### config.mk
export PLATFORM = sky130hd
export DESIGN_NAME = ps2_key_tracker
export DESIGN_NICKNAME = d
export VERILOG_FILES = /design/src/rtl/ps2_key_pkg.sv /design/src/rtl/ps2_byte_timeout.sv /design/src/rtl/ps2_key_tracker.sv
export SDC_FILE = /design/constraint.sdc
export NUM_CORES = 1
export LEC_CHECK = 0
export CAP_MARGIN = 5
export CORE_MARGIN = 2
export CORE_UTILIZATION = 55
export DETAILED_ROUTE_END_ITERATION = 7
export PLACE_DENSITY = 0.82
export SLEW_MARGIN = 20
export SYNTH_ARGS = -nofsm -noshare
export SYNTH_HDL_FRONTEND = slang
export SYNTH_SLANG_ARGS = --single-unit
### constraint.sdc
create_clock -name CLOCK_50 -period 3 [get_ports CLOCK_50]
set_clock_uncertainty 0.15 [all_clocks]
set_input_delay 0.6 -clock CLOCK_50 [delete_from_list [all_inputs] [get_ports CLOCK_50]]
set_output_delay 0.6 -clock CLOCK_50 [all_outputs]
set_load 0.02 [all_outputs]
### src/rtl/ps2_key_pkg.sv
// Shared scan-code constants, decoder state encoding and key_held bit indices for ps2_key_tracker.
// ext_key() holds the E0-prefixed arrow table, used only when PS2_EXT_ARROWS_EN is defined.
package ps2_key_pkg;

  localparam logic [7:0] CODE_E0         = 8'hE0;
  localparam logic [7:0] CODE_F0         = 8'hF0;
  localparam logic [7:0] CODE_UP         = 8'h73;
  localparam logic [7:0] CODE_DOWN       = 8'h72;
  localparam logic [7:0] CODE_LEFT       = 8'h69;
  localparam logic [7:0] CODE_RIGHT      = 8'h7A;
  localparam logic [7:0] CODE_EXT_UP     = 8'h75;
  localparam logic [7:0] CODE_EXT_DOWN   = 8'h72;
  localparam logic [7:0] CODE_EXT_LEFT   = 8'h6B;
  localparam logic [7:0] CODE_EXT_RIGHT  = 8'h74;

  // key_held is {right, left, down, up}
  localparam logic [1:0] KEY_UP    = 2'd0;
  localparam logic [1:0] KEY_DOWN  = 2'd1;
  localparam logic [1:0] KEY_LEFT  = 2'd2;
  localparam logic [1:0] KEY_RIGHT = 2'd3;

  typedef enum logic [1:0] {
    ST_IDLE    = 2'd0,
    ST_EXT     = 2'd1,
    ST_BRK     = 2'd2,
    ST_EXT_BRK = 2'd3
  } state_t;

  typedef struct packed {
    logic       valid;
    logic [1:0] idx;
  } key_hit_t;

  function automatic key_hit_t base_key(input logic [7:0] code);
    key_hit_t h;
    h.valid = 1'b1;
    h.idx   = KEY_UP;
    case (code)
      CODE_UP:    h.idx = KEY_UP;
      CODE_DOWN:  h.idx = KEY_DOWN;
      CODE_LEFT:  h.idx = KEY_LEFT;
      CODE_RIGHT: h.idx = KEY_RIGHT;
      default:    h.valid = 1'b0;
    endcase
    return h;
  endfunction

  function automatic key_hit_t ext_key(input logic [7:0] code);
    key_hit_t h;
    h.valid = 1'b1;
    h.idx   = KEY_UP;
    case (code)
      CODE_EXT_UP:    h.idx = KEY_UP;
      CODE_EXT_DOWN:  h.idx = KEY_DOWN;
      CODE_EXT_LEFT:  h.idx = KEY_LEFT;
      CODE_EXT_RIGHT: h.idx = KEY_RIGHT;
      default:        h.valid = 1'b0;
    endcase
    return h;
  endfunction

endpackage

### src/rtl/ps2_byte_timeout.sv
// Inter-byte timeout: counts while a prefix is pending, saturates at TIMEOUT_CYCLES-1 and flags expiry.
module ps2_byte_timeout #(
  parameter int TIMEOUT_CYCLES = 2500000
) (
  input  logic clock,
  input  logic reset,
  input  logic run,
  input  logic clear,
  output logic expired
);

  localparam int CW = (TIMEOUT_CYCLES > 2) ? $clog2(TIMEOUT_CYCLES) : 1;
  localparam logic [CW-1:0] LAST = CW'(TIMEOUT_CYCLES - 1);

  logic [CW-1:0] cnt;

  assign expired = run && (cnt == LAST);

  always_ff @(posedge clock or negedge reset) begin
    if (!reset) begin
      cnt <= '0;
    end else if (!run || clear) begin
      cnt <= '0;
    end else if (!expired) begin
      // NOTE: state registers use <= so every flop samples pre-edge values; = here would create order-dependent races.
      cnt <= cnt + 1'b1;
    end
  end

endmodule

### src/rtl/ps2_key_tracker.sv
// PS/2 set-2 make/break decoder tracking the four arrow keys and deriving accel/turn commands.
// Define PS2_EXT_ARROWS_EN to also map the E0-prefixed arrow keys onto the same held bits.
module ps2_key_tracker
  import ps2_key_pkg::*;
#(
  parameter int TIMEOUT_CYCLES = 2500000
) (
  input  logic       CLOCK_50,
  input  logic       reset,
  input  logic [7:0] received_data,
  input  logic       received_data_en,
  output logic [3:0] key_held,
  output logic [1:0] accel,
  output logic [1:0] turn,
  output logic       key_event
);

  state_t     state, state_nxt;
  logic [3:0] held_nxt;
  logic       expired;
  logic       ext_state;
  logic       make_state;
  key_hit_t   hit;

  ps2_byte_timeout #(.TIMEOUT_CYCLES(TIMEOUT_CYCLES)) u_timeout (
    .clock   (CLOCK_50),
    .reset   (reset),
    .run     (state != ST_IDLE),
    .clear   (received_data_en),
    .expired (expired)
  );

  assign ext_state  = (state == ST_EXT) || (state == ST_EXT_BRK);
  assign make_state = (state == ST_IDLE) || (state == ST_EXT);

  // Extended bytes are looked up only in the extended table so they never alias base codes.
`ifdef PS2_EXT_ARROWS_EN
  assign hit = ext_state ? ext_key(received_data) : base_key(received_data);
`else
  assign hit = ext_state ? key_hit_t'('0) : base_key(received_data);
`endif

  always_comb begin
    // NOTE: defaults first so every path assigns every output; otherwise a latch is inferred.
    state_nxt = state;
    held_nxt  = key_held;
    if (received_data_en) begin
      if (received_data == CODE_E0 && (state == ST_IDLE || state == ST_EXT)) begin
        state_nxt = ST_EXT;
      end else if (received_data == CODE_F0 && (state == ST_IDLE || state == ST_BRK)) begin
        state_nxt = ST_BRK;
      end else if (received_data == CODE_F0 && state == ST_EXT) begin
        state_nxt = ST_EXT_BRK;
      end else begin
        state_nxt = ST_IDLE;
        if (hit.valid) held_nxt[hit.idx] = make_state;
      end
    end else if (expired) begin
      state_nxt = ST_IDLE;
    end
  end

  always_ff @(posedge CLOCK_50 or negedge reset) begin
    if (!reset) begin
      state     <= ST_IDLE;
      key_held  <= '0;
      accel     <= '0;
      turn      <= '0;
      key_event <= 1'b0;
    end else begin
      state     <= state_nxt;
      key_held  <= held_nxt;
      accel     <= {held_nxt[KEY_DOWN] & ~held_nxt[KEY_UP], held_nxt[KEY_UP] & ~held_nxt[KEY_DOWN]};
      turn      <= {held_nxt[KEY_RIGHT] & ~held_nxt[KEY_LEFT], held_nxt[KEY_LEFT] & ~held_nxt[KEY_RIGHT]};
      key_event <= (held_nxt != key_held);
    end
  end

endmodule

======== Word-level counts from Yosys, hierarchy flattened ========
Cells that the tools add are included.
storage, ports and cells
  memory bits (writable) .................. 0
  bits of input ports ..................... 11
  output and inout bits ................... 9
  word-level logic and storage cells ...... 61
  bits in latches ......................... 0
  register bits ........................... 33
  memories ................................ 0
  ROM bits ................................ 0
cells by class
  shift-type cells ........................ 0
  add/subtract/negate cells ............... 1
  reductions and logical operators ........ 14
  divide/modulo/power cells ............... 0
  equal/unequal tests ..................... 12
  multipliers ............................. 0
  multiplexer cells ....................... 18
  order comparisons ....................... 2
  bitwise gates (word level) .............. 8
operators by type and width
  cell                                                                          number
  22-bit two-way mux                                                            2
  8-bit by 7-bit == test with 1-bit output, second input constant               4
  22-bit by 1-bit adder with 22-bit output, second input constant               1
  22-bit == test, second input constant                                         1
  4-bit two-way mux                                                             5
  8-bit == test, second input constant                                          2
  2-bit two-way mux                                                             5
  2-bit case mux with 3 select lines                                            1
  1-bit logical AND                                                             5
  1-bit bitwise AND                                                             4
  4-bit bitwise mux                                                             1
  2-bit == test, second input constant                                          2
  1-bit logical OR                                                              4
  4-bit != test                                                                 1
  1-bit inverter                                                                4
  2-bit nonzero test                                                            2
  4-bit OR reduction                                                            1
  2-bit by 3-bit less-than comparator with 1-bit output, second input constant  1
  3-bit two-way mux                                                             1
  1-bit demux with 2-bit select                                                 1
  2-bit by 1-bit == test with 1-bit output, second input constant               1
  2-bit by 1-bit >= comparator with 1-bit output, second input constant         1
  2-bit logical NOT                                                             1
  1-bit two-way mux                                                             2
  2 further kinds                                                               2

======== Longest topological paths before layout ========
Gate-level depths: netlist of the first run.
  depth in word-level cells ............... 16
  mapped depth ............................ 7
  depth with buffers taken out ............ 6

======== Hierarchy ========
Synthesis of the first run repeated with hierarchy kept, for this count alone.
second synthesis, totals
  cells, all modules ...................... 203
  area total of the unflattened synthesis .. 1908.1 um^2
by module, submodules not included
  module            seq. area each (um^2)  cells an instance  times used  area an instance (um^2)
  ps2_byte_timeout  550.5                  132                1           1222.4
  ps2_key_tracker   275.3                  71                 1           685.7

======== Worst setup path before layout of the first run ========
No wires, ideal clock.
  kind .................................... in2reg
  start ................................... input received_data[7]
  end ..................................... register turn[1]
  cell stages on the path ................. 5
  setup slack ............................. 530 ps
  library setup time ...................... 118 ps
  buffers on the path ..................... 0
  data arrival time ....................... 2202 ps
  required time ........................... 2732 ps
  path through ............................ or2_1 -> or4_4 -> or4_4 -> mux2_4 -> nor2b_1
on the way
  elaborated cells on any way between the ends .. 26
  those cells by class .................... order compare (2); eq/ne (6); mux (11); bitwise (2); reduce/logical (5)
RTL lines
  item                                                                                                                                                  line                   RTL
  from (decl)                                                                                                                                           ps2_key_tracker.sv:10  input logic [7:0] received_data,
  8-bit by 7-bit == test with 1-bit output                                                                                                              ps2_key_pkg.sv:38      case (code)
  2-bit case mux with 3 select lines                                                                                                                    ps2_key_pkg.sv:38
  3-bit two-way mux                                                                                                                                     ps2_key_tracker.sv:40  assign hit = ext_state ? key_hit_t'('0) : base_key(received_data);
  2-bit by 3-bit less-than comparator with 1-bit output (implied by the code) / 2-bit by 1-bit >= comparator with 1-bit output (equally long branches)  ps2_key_tracker.sv:56  if (hit.valid) held_nxt[hit.idx] = make_state;
  1-bit logical AND (implied by the code)                                                                                                               ps2_key_tracker.sv:56
  1-bit two-way mux (implied by the code)                                                                                                               ps2_key_tracker.sv:56
  1-bit demux with 2-bit select                                                                                                                         ps2_key_tracker.sv:56
  4-bit bitwise mux                                                                                                                                     ps2_key_tracker.sv:56
  4-bit two-way mux                                                                                                                                     ps2_key_tracker.sv:56
  4-bit two-way mux                                                                                                                                     ps2_key_tracker.sv:52  end else if (received_data == CODE_F0 && state == ST_EXT) begin
  4-bit two-way mux                                                                                                                                     ps2_key_tracker.sv:50  end else if (received_data == CODE_F0 && (state == ST_IDLE || state == ST_BRK)) begin
  4-bit two-way mux (*)                                                                                                                                 ps2_key_tracker.sv:48  if (received_data == CODE_E0 && (state == ST_IDLE || state == ST_EXT)) begin
  4-bit two-way mux (*)                                                                                                                                 ps2_key_tracker.sv:47  if (received_data_en) begin
  net held_nxt[3]                                                                                                                                       ps2_key_tracker.sv:19  logic [3:0] held_nxt;
  1-bit bitwise AND (*)                                                                                                                                 ps2_key_tracker.sv:74  turn <= {held_nxt[KEY_RIGHT] & ~held_nxt[KEY_LEFT], held_nxt[KEY_LEFT] & ~held_nxt[KEY_RIGHT]};
  to (signal assigned)                                                                                                                                  ps2_key_tracker.sv:74
  to (decl)                                                                                                                                             ps2_key_tracker.sv:14  output logic [1:0] turn,
The timed path passes the listed nets; every way through them passes the cells marked *.
A chain may end at the register's enable or synchronous reset.

======== Final worst setup path of the first run ========
  start ................................... input received_data_en
  end ..................................... register turn[1]
on the way
  elaborated cells on any way between the ends .. 3
  those cells by class .................... mux (1); bitwise (2)
RTL lines
  item               line                   RTL
  from (decl)        ps2_key_tracker.sv:11  input logic received_data_en,
  4-bit two-way mux  ps2_key_tracker.sv:47
  net held_nxt[3]    ps2_key_tracker.sv:19
  1-bit bitwise AND  ps2_key_tracker.sv:74
The timed path passes the listed nets, and every way through them passes these cells.

==> impl_metrics.py, run 1 <==
metrics = {
    "critical_path": {
        "crit_type": "primary input to register",
        "worst_path_largest_cell_delay_ns": 0.56,
        "cpLargestDelayFamily": "simple AND/OR/NAND/NOR gates",
        "r2r_start": "state[0]",
        "critPathLaunchType": "primary input",
        "cp_data_arrival_time_ns": 2.72,
        "critPathSlowestCell": "or4_4",
        "cp_max_fo": 4,
        "endpoint_kind": "register",
        "path_cells": "clkdlybuf4s50_1 > inv_1 > or4_4 > or4_4 > mux2_4 > nor2b_1",
        "path_common_cell": "or4_4",
        "rr_endpoint": "turn[1]",
        "path_buf_inv": 2,
        "r2r_cells": 5,
        "critPathRequiredTime_ns": 3.10,
        "regToRegSetupSlack_ns": 0.59,
    },
    "global_routing": {
        "grt_pass1_wl_um": 6580,
        "grt_overflow": 0,
        "track_usage_pct": 25.2,
        "grt_max_degree": 34,
        "grt_pass1_vias": 1518,
        "antenna_found_initial": 0,
    },
    "clocking": {
        "holdBufCountCts": 0,
        "cts_buffer_depth": 2,
        "ctsResizeCount": 0,
        "clock_sinks": 33,
        "postCtsSetupBuffers": 0,
        "clkTransAtPathRegs_ns": 0.10,
        "cts-root-buf": "clkbuf_4",
        "insertion_delay_ns": 0.34,
        "cts_buffers": 5,
        "h-tree-depth": 2,
        "cts_tree": "yes",
    },
    "yosys": {
        "synth_edf_count": 0,
        "syn_nets": 193,
        "yosys-top-cells-area": "dfrtp_1, xnor2_1, nor2_1, nor3_1, nand2_1",
        "synthDistinctLibCells": 39,
        "yosysSeqAreaShare_pct": 48.0,
        "yosysTopAreaCell": "dfrtp_1",
        "yosysWarnings": 0,
        "synthCells": 181,
        "ys_ff_latch": 33,
        "yosysMostFrequentCell": "dfrtp_1",
        "netlist_area_um2": 1720,
        "async_flop_share_pct": 100,
        "synth_top_area_share_pct": 48.0,
        "syn_area_per_cell_um2": 9.50,
        "synth_flop_cell": "dfrtp_1",
        "ys_top_cells_by_count": "dfrtp_1, nor2_1, nand2_1",
    },
    "pwr": {
        "seq_power_share_pct": 59.5,
        "p_sw_share_pct": 25.0,
        "power_density_nw_per_um2": 383,
        "vdd_drop_max_uv": 284,
        "switchingPower_mw": 0.192,
        "p_leak_nw": 0.771,
        "p_int_mw": 0.575,
        "pwr-share-comb_pct": 9.3,
        "p_clk_share_pct": 31.2,
    },
    "routing": {
        "via_count": 1492,
        "drtIter0Drc": 70,
        "via_per_inst": 6.22,
        "drtPass1Iterations": 4,
        "wl_um": 3740,
        "ant_nets": 0,
        "wl_per_cell_um": 15.6,
        "drcViolationCount": 0,
    },
    "die": {
        "fp.dieW_um": 59.9,
        "core_area_um2": 3000,
        "ioPinCount": 20,
        "num_rows": 20,
        "die_h_um": 59.9,
        "start_util_pct": 57.3,
        "die-area_um2": 3590,
    },
    "final_layout": {
        "final.fill_count": 247,
        "syn_to_final_growth_pct": 16.3,
        "final_area_um2": 2000,
        "stdcell_count": 240,
        "num_antenna_cells": 0,
        "nets": 218,
        "drive_gt1_share_pct": 8.21,
    },
    "placed_design": {
        "portBuffers": 19,
        "place_inst": 232,
        "place_hpwl_um": 2730,
        "gp_congestion": 0.875,
        "dpl_cell_area_um2": 1950,
    },
    "hold_path": {
        "min_path_type": "register to register",
        "worstHoldEndpoint": "u_timeout.cnt[21]",
        "min_path_cells": 2,
        "holdCritStartpoint": "u_timeout.cnt[21]",
    },
    "timing": {
        "period_share_pct": 87.5,
        "max_clock_freq_ghz": 0.381,
        "finalMaxSlewViolations": 0,
        "fin_tns_setup_ns": 0,
        "hold_violations": 0,
        "rsz0062_at_grt": "no",
        "period_needed_ns": 2.63,
        "setup_viol": 0,
        "worstMarginPinSlew_ns": 0.670,
        "relSlewSlack_pct": 55.0,
        "worst_hold_slack_ns": 0.430,
    },
    "status": {
        "status": "finished, final reports clean",
    },
    "flow_run": {
        "drv_cap": 0,
    },
}
cell usage in the layout (no fill, tap or decap), types with 3 or more instances in the layout:
master and n:
a21oi_1 7, a31oi_1 3, and3_1 3, buf_4 3
clkbuf_4 5, clkdlybuf4s50_1 19, dfrtp_1 33, inv_1 6
nand2_1 14, nand3_1 7, nand4_1 3, nor2_1 23
nor2b_1 4, nor3_1 13, nor4_1 4, o21ai_0 8
or3_1 7, xnor2_1 10, xor2_1 4
worst register-to-register path, stage by stage (launching register included):
cell and delay [ns]:
dfrtp_1 0.45, or2_1 0.27, or4_4 0.45, or4_4 0.55, mux2_4 0.33, nor2b_1 0.13
power by group through the flow:
| stage | registers [mW] | clock network [mW] | logic [mW] |
|---|---|---|---|
| 2_1_floorplan | 0.473 | 0 | 0.0179 |
| 3_5_place_dp | 0.464 | 0 | 0.0723 |
| 3_3_place_gp | 0.465 | 0 | 0.0691 |
| 5_1_grt | 0.457 | 0.269 | 0.0773 |
| 6_report | 0.456 | 0.239 | 0.0714 |
| 4_1_cts | 0.456 | 0.245 | 0.0724 |
worst max-delay path by stage:
| stage | startpoint | endpoint | slack, ns | cells past startpoint |
|---|---|---|---|---|
| floorplan | received_data[7] | turn[1] | 0.53 | 5 |
| global placement | received_data_en | turn[1] | 0.04 | 6 |
| detailed placement | received_data_en | turn[1] | 0.004 | 6 |
| CTS | received_data_en | turn[1] | 0.38 | 6 |
| global route | received_data[7] | accel[0] | 0.32 | 6 |
| finish | received_data_en | turn[1] | 0.37 | 6 |
layout make-up:
type	count	area (um2)	area share, %
Tap cell	33	41.3	2.07
Clock inverter	2	10.0	0.501
Inverter	6	22.5	1.13
Sequential cell	33	826	41.3
Clock buffer	6	41.3	2.07
Multi-Input combinational cell	138	846	42.3
Timing Repair Buffer	22	213	10.6
through the flow:
stage / worst slack (ns) / total power [mW] / util [%]
finish: 0.375 / 0.767 / 66.6
CTS: 0.381 / 0.773 / 66.6
global route: 0.317 / 0.803 / 66.6
floorplan: 0.530 / 0.491 / -
detailed placement: 0.00389 / 0.537 / 64.9
global placement: 0.0365 / 0.534 / 64.9
sequential cells by signal (all words and copies together), names as in the netlist:
name           flops
accel              2
key_event          1
key_held           4
state              2
turn               2
u_timeout.cnt     22
metal layers:
layer / global-route usage, % / part of all wire [%]
met4: 13.7 / 2.9
met1: 29.2 / 40
met5: 0 / 0
met3: 7.58 / 5.6
met2: 41.6 / 51
cells by family (layout without fill, tap and decap cells):
group | Yosys count | in the layout | share of synthesized area, %
AND/OR/NAND/NOR | 91 | 91 | 28.3
flip-flops | 33 | 33 | 48.0
AO/OA/AOI/OAI | 27 | 27 | 9.68
XOR/XNOR | 14 | 14 | 7.13
buffers and inverters | 10 | 36 | 2.77
multiplexers | 5 | 5 | 3.35
adder cells (fa/ha/maj) | 1 | 1 | 0.728
Note: power is estimated with default switching activity, not from simulation.
==> run 2: changes to the inputs <==
PLACE_DENSITY = 0.84   (was 0.82)
==> run 2 against run 1 <==
Core utilization increased by 1.2 points. Register-to-register slack got worse by 0.02 ns. Cell count unchanged. Setup slack got worse by 0.026 ns. Global-route usage decreased by 0.28 points. Largest cell class unchanged.
==> impl_metrics.py, run 2 (synthesis results as in run 1) <==
metrics = {
    "clocking": {
        "holdBufCountCts": 0,
        "clock_sinks": 33,
        "insertion_delay_ns": 0.34,
        "ctsResizeCount": 0,
        "cts_buffer_depth": 2,
        "postCtsSetupBuffers": 0,
        "cts_tree": "yes",
        "cts-root-buf": "clkbuf_4",
        "clkTransAtPathRegs_ns": 0.11,
        "cts_buffers": 5,
        "h-tree-depth": 2,
    },
    "critical_path": {
        "cp_data_arrival_time_ns": 2.75,
        "endpoint_kind": "register",
        "worst_path_largest_cell_delay_ns": 0.54,
        "cp_max_fo": 4,
        "path_cells": "clkdlybuf4s50_1 > nand2_1 > or4_4 > or4_4 > mux2_4 > nor2b_1",
        "path_common_cell": "or4_4",
        "cpLargestDelayFamily": "simple AND/OR/NAND/NOR gates",
        "path_buf_inv": 1,
        "critPathSlowestCell": "or4_4",
        "critPathRequiredTime_ns": 3.09,
        "critPathLaunchType": "primary input",
        "crit_type": "primary input to register",
    },
    "final_layout": {
        "largest_reg_flops": 22,
        "final_area_um2": 2040,
        "num_antenna_cells": 0,
        "final_common_cell": "dfrtp_1",
        "regMostFlops": "u_timeout.cnt",
        "drive_gt1_share_pct": 8.70,
        "nets": 218,
        "syn_to_final_growth_pct": 18.5,
        "final_util_pct": 67.8,
        "final_cell_mix": "dfrtp_1, nor2_1, clkdlybuf4s50_1",
        "largest_registers": "u_timeout.cnt (22), key_held (4)",
    },
    "routing": {
        "via_per_inst": 6.22,
        "wl_per_cell_um": 16.1,
        "ant_nets": 0,
        "drcViolationCount": 0,
        "via_count": 1492,
        "drtPass1Iterations": 5,
        "wl_um": 3850,
        "drtIter0Drc": 71,
    },
    "die": {
        "die_h_um": 59.9,
        "num_rows": 20,
        "fp.dieW_um": 59.9,
        "start_util_pct": 57.3,
        "ioPinCount": 20,
        "core_area_um2": 3000,
        "die-area_um2": 3590,
    },
    "flow_run": {
        "drv_cap": 0,
    },
    "pwr": {
        "seq_power_share_pct": 51.7,
        "pwr-share-comb_pct": 8.2,
        "p_clk_share_pct": 40.1,
        "p_sw_share_pct": 22.5,
        "p_int_mw": 0.684,
        "power_density_nw_per_um2": 433,
        "vdd_drop_max_uv": 284,
        "p_leak_nw": 0.783,
        "switchingPower_mw": 0.199,
        "p_total_mw": 0.883,
    },
    "placed_design": {
        "dpl_cell_area_um2": 1950,
        "place_hpwl_um": 2780,
        "portBuffers": 19,
        "gp_congestion": 0.872,
        "dp_slack_ns": -0.0125,
    },
    "timing": {
        "finalMaxSlewViolations": 0,
        "max_clock_freq_ghz": 0.377,
        "worst_hold_slack_ns": 0.440,
        "hold_violations": 0,
        "period_share_pct": 88.4,
        "relSlewSlack_pct": 66.7,
        "rsz0062_at_grt": "no",
        "worstMarginPinSlew_ns": 0.494,
        "final.setup.worst_slack_ns": 0.349,
        "setup_viol": 0,
        "period_needed_ns": 2.65,
    },
    "global_routing": {
        "track_usage_pct": 24.9,
        "grt_pass1_wl_um": 6590,
        "grt_overflow": 0,
        "grt_max_degree": 34,
        "grt_pass1_vias": 1464,
        "antenna_found_initial": 0,
    },
    "hold_path": {
        "min_path_type": "register to register",
    },
    "status": {
        "status": "finished, final reports clean",
    },
}
[run 2: changes by cell type in the layout (fill, tap and decap cells not counted)]
cell        delta
clkinv_2       -2
bufinv_16      +1
clkbuf_1       -1
clkbuf_8       +1
clkinvlp_4     +1
[run 2: worst paths after layout]
| kind | from | endpoint | slack [ns] | depth (start not counted) |
|---|---|---|---|---|
| worst max-delay path | received_data[5] | turn[1] | 0.35 | 6 |
| worst min-delay path | u_timeout.cnt[3] | u_timeout.cnt[3] | 0.44 | 1 |
| worst max register to register | state[0] | turn[1] | 0.57 | 5 |
| worst min register to register | u_timeout.cnt[3] | u_timeout.cnt[3] | 0.44 | 1 |
| max in group asynchronous | reset | u_timeout.cnt[5] | 1.91 | 2 |
| min in group asynchronous | reset | u_timeout.cnt[14] | 0.49 | 2 |
[run 2: layer usage]
layer | track usage [%] | share of wire (%) | vias to the layer above
met3 | 6.06 | 5.1 | 13
li1 | - | - | 698
met1 | 28.8 | 40 | 723
met4 | 12.7 | 3.1 | 0
met5 | 0 | 0 | -
met2 | 42.5 | 51 | 58
[run 2: power groups by stage]
| stage | clock [mW] | sequential, mW | combinational [mW] |
|---|---|---|---|
| floorplan | 0 | 0.473 | 0.0179 |
| global route | 0.378 | 0.457 | 0.0783 |
| finish | 0.354 | 0.456 | 0.0721 |
| global placement | 0 | 0.465 | 0.0691 |
| detailed placement | 0 | 0.465 | 0.0720 |
| CTS | 0.357 | 0.457 | 0.0724 |
[run 2: metrics by stage]
step	setup TNS [ns]	instances
global route	0	240
finish	0	240
floorplan	0	181
global placement	0	232
CTS	0	240
detailed placement	-0.0125	232
[run 2: final cells by class]
cell class | instances | area [um2]
Tap cell | 33 | 41.3
Inverter | 6 | 22.5
Sequential cell | 33 | 826
Clock inverter | 2 | 37.5
Timing Repair Buffer | 22 | 213
Multi-Input combinational cell | 138 | 846
Fill cell | 256 | 966
Clock buffer | 6 | 51.3
[run 2: worst reg2reg max path, stage by stage, from the launching register on]
cell     delay, ns
dfrtp_1       0.46
or2_1         0.27
or4_4         0.45
or4_4         0.54
mux2_4        0.32
nor2b_1       0.14
